$ cat config.mk
export PLATFORM = sky130hd
export DESIGN_NAME = regfile_mp
export DESIGN_NICKNAME = d
export VERILOG_FILES = /design/src/rtl/regfile_mp_pkg.sv /design/src/rtl/regfile_mp_scoreboard.sv /design/src/rtl/regfile_mp.sv
export SDC_FILE = /design/constraint.sdc
export NUM_CORES = 2
export LEC_CHECK = 0
export BUFFER_PORTS_ARGS = -buffer_cell sky130_fd_sc_hd__buf_2
export CORE_UTILIZATION = 45
export CTS_CLUSTER_DIAMETER = 200
export DETAILED_ROUTE_END_ITERATION = 7
export HOLD_SLACK_MARGIN = 0.1
export PLACE_DENSITY = 0.71
export RECOVER_POWER = 50
export SYNTH_ARGS = -nofsm -noshare
export SYNTH_HDL_FRONTEND = slang
export SYNTH_SLANG_ARGS = --single-unit
export TNS_END_PERCENT = 30
$ cat constraint.sdc
create_clock -name clk -period 4.8 [get_ports clk]
set_clock_uncertainty 0.05 [all_clocks]
set_input_delay 0.72 -clock clk [delete_from_list [all_inputs] [get_ports clk]]
set_output_delay 0.72 -clock clk [all_outputs]
set_load 0.05 [all_outputs]
$ cat src/rtl/regfile_mp_pkg.sv
// Shared defaults and port-packing helpers for the multi-port register file.
package regfile_mp_pkg;

  localparam int DEF_DATA_WIDTH = 32;
  localparam int DEF_REG_NUM    = 32;
  localparam int DEF_ADDR_WIDTH = 5;

  // Low bit of lane idx inside a packed bus of width-bit lanes.
  function automatic int slot_lo(input int idx, input int width);
    return idx * width;
  endfunction

endpackage

$ cat src/rtl/regfile_mp_scoreboard.sv
// Busy scoreboard: one pending-write bit per register, alloc beats same-cycle clear.
module regfile_scoreboard
  import regfile_mp_pkg::*;
#(
  parameter int REG_NUM    = DEF_REG_NUM,
  parameter int ADDR_WIDTH = DEF_ADDR_WIDTH,
  parameter int ZERO_REG   = 1
) (
  input  logic                  clk,
  input  logic                  rst_n,
  input  logic [REG_NUM-1:0]    i_clr,
  input  logic                  i_alloc_en,
  input  logic [ADDR_WIDTH-1:0] i_alloc_addr,
  output logic [REG_NUM-1:0]    o_busy
);

  logic [REG_NUM-1:0] r_busy;
  logic [REG_NUM-1:0] w_set;

  always_comb begin
    w_set = '0;
    for (int r = 0; r < REG_NUM; r++) begin
      if (i_alloc_en && (i_alloc_addr == ADDR_WIDTH'(r)) && !(ZERO_REG != 0 && r == 0))
        w_set[r] = 1'b1;
    end
  end

  // The set term is OR'd after the clear so a new allocation outlives an older writeback.
  always_ff @(posedge clk or negedge rst_n) begin
    if (!rst_n) r_busy <= '0;
    else        r_busy <= (r_busy & ~i_clr) | w_set;
  end

  assign o_busy = r_busy;

endmodule

$ cat src/rtl/regfile_mp.sv
// Multi-port integer register file with prioritised writes, optional bypass and busy tracking.
module regfile_mp
  import regfile_mp_pkg::*;
#(
  parameter int DATA_WIDTH = DEF_DATA_WIDTH,
  parameter int REG_NUM    = DEF_REG_NUM,
  parameter int ADDR_WIDTH = DEF_ADDR_WIDTH,
  parameter int NR_RD      = 2,
  parameter int NR_WR      = 2,
  parameter int BYPASS     = 1,
  parameter int ZERO_REG   = 1
) (
  input  logic                        clk,
  input  logic                        rst_n,
  input  logic [NR_WR-1:0]            wen,
  input  logic [NR_WR*ADDR_WIDTH-1:0] waddr,
  input  logic [NR_WR*DATA_WIDTH-1:0] wdata,
  input  logic                        alloc_en,
  input  logic [ADDR_WIDTH-1:0]       alloc_addr,
  input  logic [NR_RD*ADDR_WIDTH-1:0] raddr,
  output logic [NR_RD*DATA_WIDTH-1:0] rdata,
  output logic [NR_RD-1:0]            rvalid,
  output logic [REG_NUM-1:0]          busy_vec
);

  logic [DATA_WIDTH-1:0] r_rf [REG_NUM];
  logic [NR_WR-1:0]      w_wen_eff;
  logic [REG_NUM-1:0]    w_clr;
  logic [REG_NUM-1:0]    w_busy;

  // Writes to x0 are dropped up front so storage, clear and bypass all agree.
  always_comb begin
    w_wen_eff = '0;
    for (int i = 0; i < NR_WR; i++) begin
      w_wen_eff[i] = wen[i] &&
        !(ZERO_REG != 0 && waddr[slot_lo(i, ADDR_WIDTH) +: ADDR_WIDTH] == '0);
    end
  end

  always_comb begin
    w_clr = '0;
    for (int i = 0; i < NR_WR; i++) begin
      if (w_wen_eff[i]) w_clr[waddr[slot_lo(i, ADDR_WIDTH) +: ADDR_WIDTH]] = 1'b1;
    end
  end

  // Ascending loop order makes the highest-index port win a same-address collision.
  always_ff @(posedge clk or negedge rst_n) begin
    if (!rst_n) begin
      for (int r = 0; r < REG_NUM; r++) r_rf[r] <= '0;
    end else begin
      for (int i = 0; i < NR_WR; i++) begin
        if (w_wen_eff[i])
          r_rf[waddr[slot_lo(i, ADDR_WIDTH) +: ADDR_WIDTH]] <= wdata[slot_lo(i, DATA_WIDTH) +: DATA_WIDTH];
      end
    end
  end

  regfile_scoreboard #(
    .REG_NUM    (REG_NUM),
    .ADDR_WIDTH (ADDR_WIDTH),
    .ZERO_REG   (ZERO_REG)
  ) u_scoreboard (
    .clk          (clk),
    .rst_n        (rst_n),
    .i_clr        (w_clr),
    .i_alloc_en   (alloc_en),
    .i_alloc_addr (alloc_addr),
    .o_busy       (w_busy)
  );

  assign busy_vec = w_busy;

  for (genvar p = 0; p < NR_RD; p++) begin : g_rd
    logic [ADDR_WIDTH-1:0] w_ra;
    logic [DATA_WIDTH-1:0] w_rd;
    logic                  w_rv;

    assign w_ra = raddr[p*ADDR_WIDTH +: ADDR_WIDTH];

    // Bypass is held off during reset so reads report the cleared state.
    always_comb begin
      w_rd = r_rf[w_ra];
      w_rv = ~w_busy[w_ra];
      if (BYPASS != 0 && rst_n) begin
        for (int i = 0; i < NR_WR; i++) begin
          if (w_wen_eff[i] && waddr[slot_lo(i, ADDR_WIDTH) +: ADDR_WIDTH] == w_ra) begin
            w_rd = wdata[slot_lo(i, DATA_WIDTH) +: DATA_WIDTH];
            w_rv = 1'b1;
          end
        end
      end
      if (ZERO_REG != 0 && w_ra == '0) begin
        w_rd = '0;
        w_rv = 1'b1;
      end
    end

    assign rdata[p*DATA_WIDTH +: DATA_WIDTH] = w_rd;
    assign rvalid[p]                         = w_rv;
  end

endmodule

==> Word-level counts from Yosys, hierarchy flattened <==
Index checks and enable logic that the tools add are counted.
{ "totals": {"reg_bits": 1056, "in_bits": 94, "out_inout_bits": 98, "elab_cells": 208} }
{ "op_classes": {"magnitude_cmp": 12, "eq_ne": 35, "mux": 71, "bitwise_logic": 10, "n_reduce_logical": 47} }
{ "op_table": {"columns": ["op", "count"], "rows": [
  ["1024-bit bitwise mux", 2],
  ["1024-bit two-way mux", 2],
  ["32-bit two-way mux", 16],
  ["32-bit binary-select mux with 5-bit select", 2],
  ["32-bit demux with 5-bit select", 2],
  ["5-bit equality test, second input constant", 16],
  ["32-bit OR", 2],
  ["1-bit two-way mux", 43],
  ["1-bit logical AND", 41],
  ["5-bit by 4-bit equality test with 1-bit output, second input constant", 8],
  ["32-bit AND", 1],
  ["32-bit inverter", 1],
  ["6-bit greater-or-equal comparator, second input constant", 4],
  ["5-bit by 6-bit less-than comparator with 1-bit output, second input constant", 4],
  ["5-bit inverter with 6-bit output", 4],
  ["5-bit by 3-bit equality test with 1-bit output, second input constant", 4],
  ["5-bit equality test", 4],
  ["5-bit logical NOT", 4],
  ["6-bit by 1-bit less-than comparator with 1-bit output, second input constant", 2],
  ["1-bit binary-select mux with 5-bit select", 2],
  ["1-bit demux with 5-bit select", 2],
  ["5-bit by 2-bit equality test with 1-bit output, second input constant", 2],
  ["5-bit by 1-bit greater-or-equal comparator with 1-bit output, second input constant", 2],
  ["5-bit by 1-bit equality test with 1-bit output, second input constant", 1],
  ["other kinds (2)", 4]
]} }

==> Depth between registers and ports, before layout <==
{ "depth": {"depth_word": 10, "ltp_mapped": 10} }

==> Cells and area by module <==
From an unflattened synthesis, not the netlist that was laid out.
{ "hier_totals": {"cells_unflattened": 6712, "hier_area_um2": 67516.0} }
{ "by_module_without_submodules": {"columns": ["mod", "n_inst", "cells_each", "area_per_inst_um2", "seq_area_each_um2"], "rows": [
  ["regfile_mp", 1, 6602, 66288.6, 25624.6],
  ["regfile_scoreboard", 1, 110, 1227.4, 800.8]
]} }

==> Least setup slack after synthesis <==
Ideal clock, no wire load.
{ "synth_timing": {"path_type": "input-to-output", "start": "input raddr[4]", "end": "output rdata[10]", "arrival_ps": 3246, "required_ps": 4030, "path_slack_ps": 784, "cell_stages": 9, "n_path_buf": 3, "cell_sequence": "clkbuf_1 -> xnor2_1 -> nand2_1 -> nor4b_2 -> o21a_1 -> buf_4 -> buf_2 -> nor4_1 -> a211oi_1"} }
{ "synth_via": {"elab_chain_len": 8} }
{ "synth_rtl": {"columns": ["item", "line_no", "text"], "rows": [
  ["start, declared", "regfile_mp.sv:20", "input logic [NR_RD*ADDR_WIDTH-1:0] raddr,"],
  ["5-bit inverter with 6-bit output (not written as such)", "regfile_mp.sv:83", "w_rd = r_rf[w_ra];"],
  ["32-bit binary-select mux with 5-bit select", "regfile_mp.sv:83", null],
  ["32-bit two-way mux (not written as such) (2 in series)", "regfile_mp.sv:83", null],
  ["32-bit two-way mux (2 in series)", "regfile_mp.sv:87", "if (w_wen_eff[i] && waddr[slot_lo(i, ADDR_WIDTH) +: ADDR_WIDTH] == w_ra) begin"],
  ["32-bit two-way mux", "regfile_mp.sv:85", "if (BYPASS != 0 && rst_n) begin"],
  ["32-bit two-way mux (*)", "regfile_mp.sv:93", "if (ZERO_REG != 0 && w_ra == '0) begin"],
  ["end, declared", "regfile_mp.sv:21", "output logic [NR_RD*DATA_WIDTH-1:0] rdata,"]
]} }
Mark *: on every way between the ends. The rest lies on a longest branch, timed or not. The select of a mux whose other input is x is not followed.

==> Final worst setup path <==
{ "layout_timing": {"start": "input waddr[1]", "end": "output rdata[32]"} }
{ "layout_via": {"elab_chain_len": 8} }
{ "layout_rtl": {"columns": ["item", "line_no", "text"], "rows": [
  ["start, declared", "regfile_mp.sv:16", "input logic [NR_WR*ADDR_WIDTH-1:0] waddr,"],
  ["5-bit logical NOT", "regfile_mp.sv:36", "!(ZERO_REG != 0 && waddr[slot_lo(i, ADDR_WIDTH) +: ADDR_WIDTH] == '0);"],
  ["1-bit logical NOT", "regfile_mp.sv:36", null],
  ["1-bit logical AND", "regfile_mp.sv:35", "w_wen_eff[i] = wen[i] &&"],
  ["1-bit logical AND (*)", "regfile_mp.sv:87", null],
  ["32-bit two-way mux (*) (2 in series)", "regfile_mp.sv:87", null],
  ["32-bit two-way mux (*)", "regfile_mp.sv:85", null],
  ["32-bit two-way mux (*)", "regfile_mp.sv:93", null]
]} }
Mark *: on every way between the ends. The rest lies on a longest branch, timed or not.

==> summary.md <==
| Metric | Value |
|---|---|
| DR DRC count | `7` |
| Setup Fix Bufs, Post-CTS | `0` |
| # clock sinks | `1056` |
| CTS tree | `done` |
| Crit path max fanout | `10` |
| Clock Path Buffers | `3` |
| Cts hold-fix bufs | `1` |
| Failing checks | `DRC, capacitance limit, slew limit` |
| Mean routed wirelength per cell | `around 30 µm` |
| Area growth syn-to-layout | `10.0%` |
| Post-Syn Instances | `between 7000 and 8000` |
| Setup_tns | `0 ps` |
| Antenna-violating nets left | `0` |
| Fillers | `between 10000 and 15000` |
| Final setup viols | `0` |
| Wirelength, routed | `between 200000 and 300000 µm` |
| CP Cell Sequence | `clkbuf_1 -> nor2_1 -> and2_1 -> nor4_1 -> o21a_2 -> buf_4 -> nor4_1 -> nor2_1 -> buf_2` |
| DP Wirelength | `between 150000 and 200000 µm` |
| Outcome | `finished, violations left` |
| Syn Area/Cell | `around 9.3 µm²` |
| Crit end category | `output port` |
| Root buf cell | `clkbuf_16` |
| Antenna violations before repair | `18` |
| Worst hold path type | `in2reg` |
| Grt ovf | `0` |
| Worst path required time | `4030 ps` |
| Final Hold Fails | `0` |
| Peak supply drop | `roughly 0.32 mV` |
| WS Path Type | `in2out` |
| F_max | `223 MHz` |
| Detailed Route Iter0 Violations | `9187` |
| Nets | `just under 7000` |
| Clk pin slew, worst setup/hold paths | `~60 ps` |
| Worst slew pin tran | `around 3900 ps` |
| Critical Path Max Stage Delay | `~600 ps` |
| Net Count, Synth | `about 7200` |
| Post-Syn Area | `around 66000 µm²` |
| Die span in x | `approximately 390 µm` |
| Starting Density | `45.5%` |
| Met2 usage in global routing | `between 40% and 50%` |
| Unrepaired setup endpoints after global routing | `no` |
| First-pass DRT Iterations | `8` |
| PwrDens | `~430 nW/µm²` |
| Final slew viol count | `between 1500 and 2000` |
| Cell row count | `140` |
| CP arrival | `3720 ps` |
| Vias post-DR | `~60000` |
| Global route hottest layer | `met2` |
| Die Area | `between 100000 and 150000 µm²` |
| # Max-Cap Violations | `between 40 and 50` |
| Most common flop cell mapped by yosys | `dfrtp_1` |
| Buffers on Ports | `roughly 190` |
| Vias per inst | `between 6 and 7` |
| Yosys reg bits | `1056` |
| Pwr Total | `between 30000 and 40000 µW` |
| Synth cell types | `between 40 and 50` |
| Number of synthesis warnings | `0` |
| Fin Hold WS | `approximately 290 ps` |
| Core area | `around 150000 µm²` |
| Number of gates resized after cts | `0` |
| First-pass GRT wire length | `between 300000 and 400000 µm` |
| Largest net degree at the start of global routing | `between 150 and 200` |
| Minimum clock period | `between 4000 and 5000 ps` |
| EDFF count, synth | `0` |
| Period utilization | `a little over 90%` |
| GR Layer Usage met3 | `between 10% and 20%` |
| Relative slew slack | `-160%` |
| CP max stage cell | `nor4_1` |
| Die Height | `386 µm` |
| Async SR Flop Fraction | `100%` |
| Routability cong. | `1.00` |
| Ratio of cells with drive above 1 in the final layout | `16.8%` |
| LEAKAGE | `between 0.02 and 0.03 µW` |
| Register area share after synthesis | `about 40%` |
| Clk_lat worst skew | `770 ps` |
| TritonCTS buffer count | `115` |
| CTS H-tree lvls | `3` |
| Vias in the first global route | `~57000` |
| # IOs | `192` |
| M1 GR Usage | `between 40% and 50%` |
| GRT Overall Usage | `around a third` |
| CP Launch Type | `input port` |
-- registers in the layout, summed over array words and instances, names as in the netlist --
name / cells
r_rf: 1024
u_scoreboard.o_busy: 32
-- kinds of logic (layout without fill, tap and decap cells) --
kind of cell | after synthesis | in the layout | share of synthesized area, %
buffers and inverters | 895 | 682 | 5.74
xor gates and xnor gates | 20 | 20 | 0.264
other | 0 | 24 | 0
and+or+nand+nor | 1913 | 1913 | 11.5
AOI/OAI and AO/OA | 1997 | 1997 | 16.4
DFF | 1056 | 1056 | 39.8
muxes | 1218 | 1218 | 26.2
-- stage by stage --
| stage | utilization, % | area (µm²) | worst slack (ps) | cells |
|---|---|---|---|---|
| floorplan | - | 66300 | 784 | 7099 |
| global placement | 47.3 | 69100 | 480 | 8591 |
| detailed placement | 47.3 | 69100 | 532 | 8591 |
| CTS | 50.2 | 73300 | 519 | 8803 |
| global route | 50.0 | 72900 | 213 | 8808 |
| finish | 50.0 | 73000 | 313 | 8827 |
-- layer usage --
| metal | share of wire (%) | up-vias |
|---|---|---|
| met5 | 0.030 | - |
| met4 | 7.7 | 12 |
| met3 | 15 | 1148 |
| met2 | 42 | 4929 |
| met1 | 35 | 28900 |
| li1 | - | 24800 |
-- cells in the final DEF (no fill, tap or decap), types with 64 or more instances in the layout --
cell type | synthesis | routed
nor4_1 | 65 | 64
mux2_2 | 126 | 126
buf_4 | 36 | 155
buf_2 | 125 | 127
clkbuf_1 | 585 | 73
dfrtp_1 | 1056 | 1056
o21ai_0 | 545 | 545
mux2i_1 | 688 | 688
clkbuf_16 | 0 | 116
o221ai_1 | 96 | 96
a22oi_1 | 134 | 134
mux4_2 | 404 | 404
nand2_1 | 491 | 475
nor2_1 | 1239 | 1223
a21oi_1 | 1160 | 1160
-- worst paths after layout --
| path | start | endpoint | slack, ps | depth (start not counted) |
|---|---|---|---|---|
| setup / recovery | waddr[1] | rdata[32] | 310 | 9 |
| hold reg to reg | r_rf[1012]$_DFF_PN0_ | r_rf[1012]$_DFF_PN0_ | 350 | 0 |
| min in group asynchronous | rst_n | r_rf[82]$_DFF_PN0_ | 470 | 2 |
| setup reg to reg | r_rf[59]$_DFF_PN0_ | r_rf[59]$_DFF_PN0_ | 3820 | 2 |
| max in group asynchronous | rst_n | r_rf[11]$_DFF_PN0_ | 840 | 4 |
| hold / removal | alloc_addr[2] | u_scoreboard.o_busy[30]$_DFF_PN0_ | 290 | 3 |
-- power breakdown --
part | internal, µW | switching (µW) | leakage, µW
Clock | 5980 | 4060 | 0.00203
Sequential | 11100 | 1860 | 0.0130
Combinational | 4030 | 4480 | 0.0141
Total | 21200 | 10400 | 0.0291
-- Yosys cell counts, types with 19 or more instances --
cell / count / area share (%)
a211oi_1: 32 / 0.36
a21oi_1: 1160 / 8.8
a22oi_1: 134 / 1.5
buf_1: 81 / 0.46
buf_2: 125 / 0.94
buf_4: 36 / 0.41
buf_6: 21 / 0.36
clkbuf_1: 585 / 3.3
clkinv_1: 31 / 0.18
dfrtp_1: 1056 / 40
mux2_2: 126 / 2.1
mux2i_1: 688 / 10
mux4_2: 404 / 14
nand2_1: 491 / 2.8
nand3_1: 35 / 0.26
nor2_1: 1239 / 7.0
nor2b_1: 19 / 0.18
nor4_1: 65 / 0.61
o21ai_0: 545 / 4.1
o221ai_1: 96 / 1.3
-- layout make-up --
class | count | area [µm²] | area share, %
multi-input combinational | 5148 | 36300 | 49.8
sequential | 1056 | 26400 | 36.2
timing repair buffer | 424 | 3400 | 4.66
clock buffer | 144 | 3190 | 4.37
tap | 1917 | 2400 | 3.29
clock inverter | 67 | 998 | 1.37
inverter | 47 | 176 | 0.242
antenna | 24 | 60.1 | 0.0823
-- critical path: cells and delay by family --
kind | cells | cell delay (ps)
buf+inv | 3 | 1070
simple gates | 5 | 1480
compound gates | 1 | 440
No activity file was read; power rests on OpenSTA's default activity.
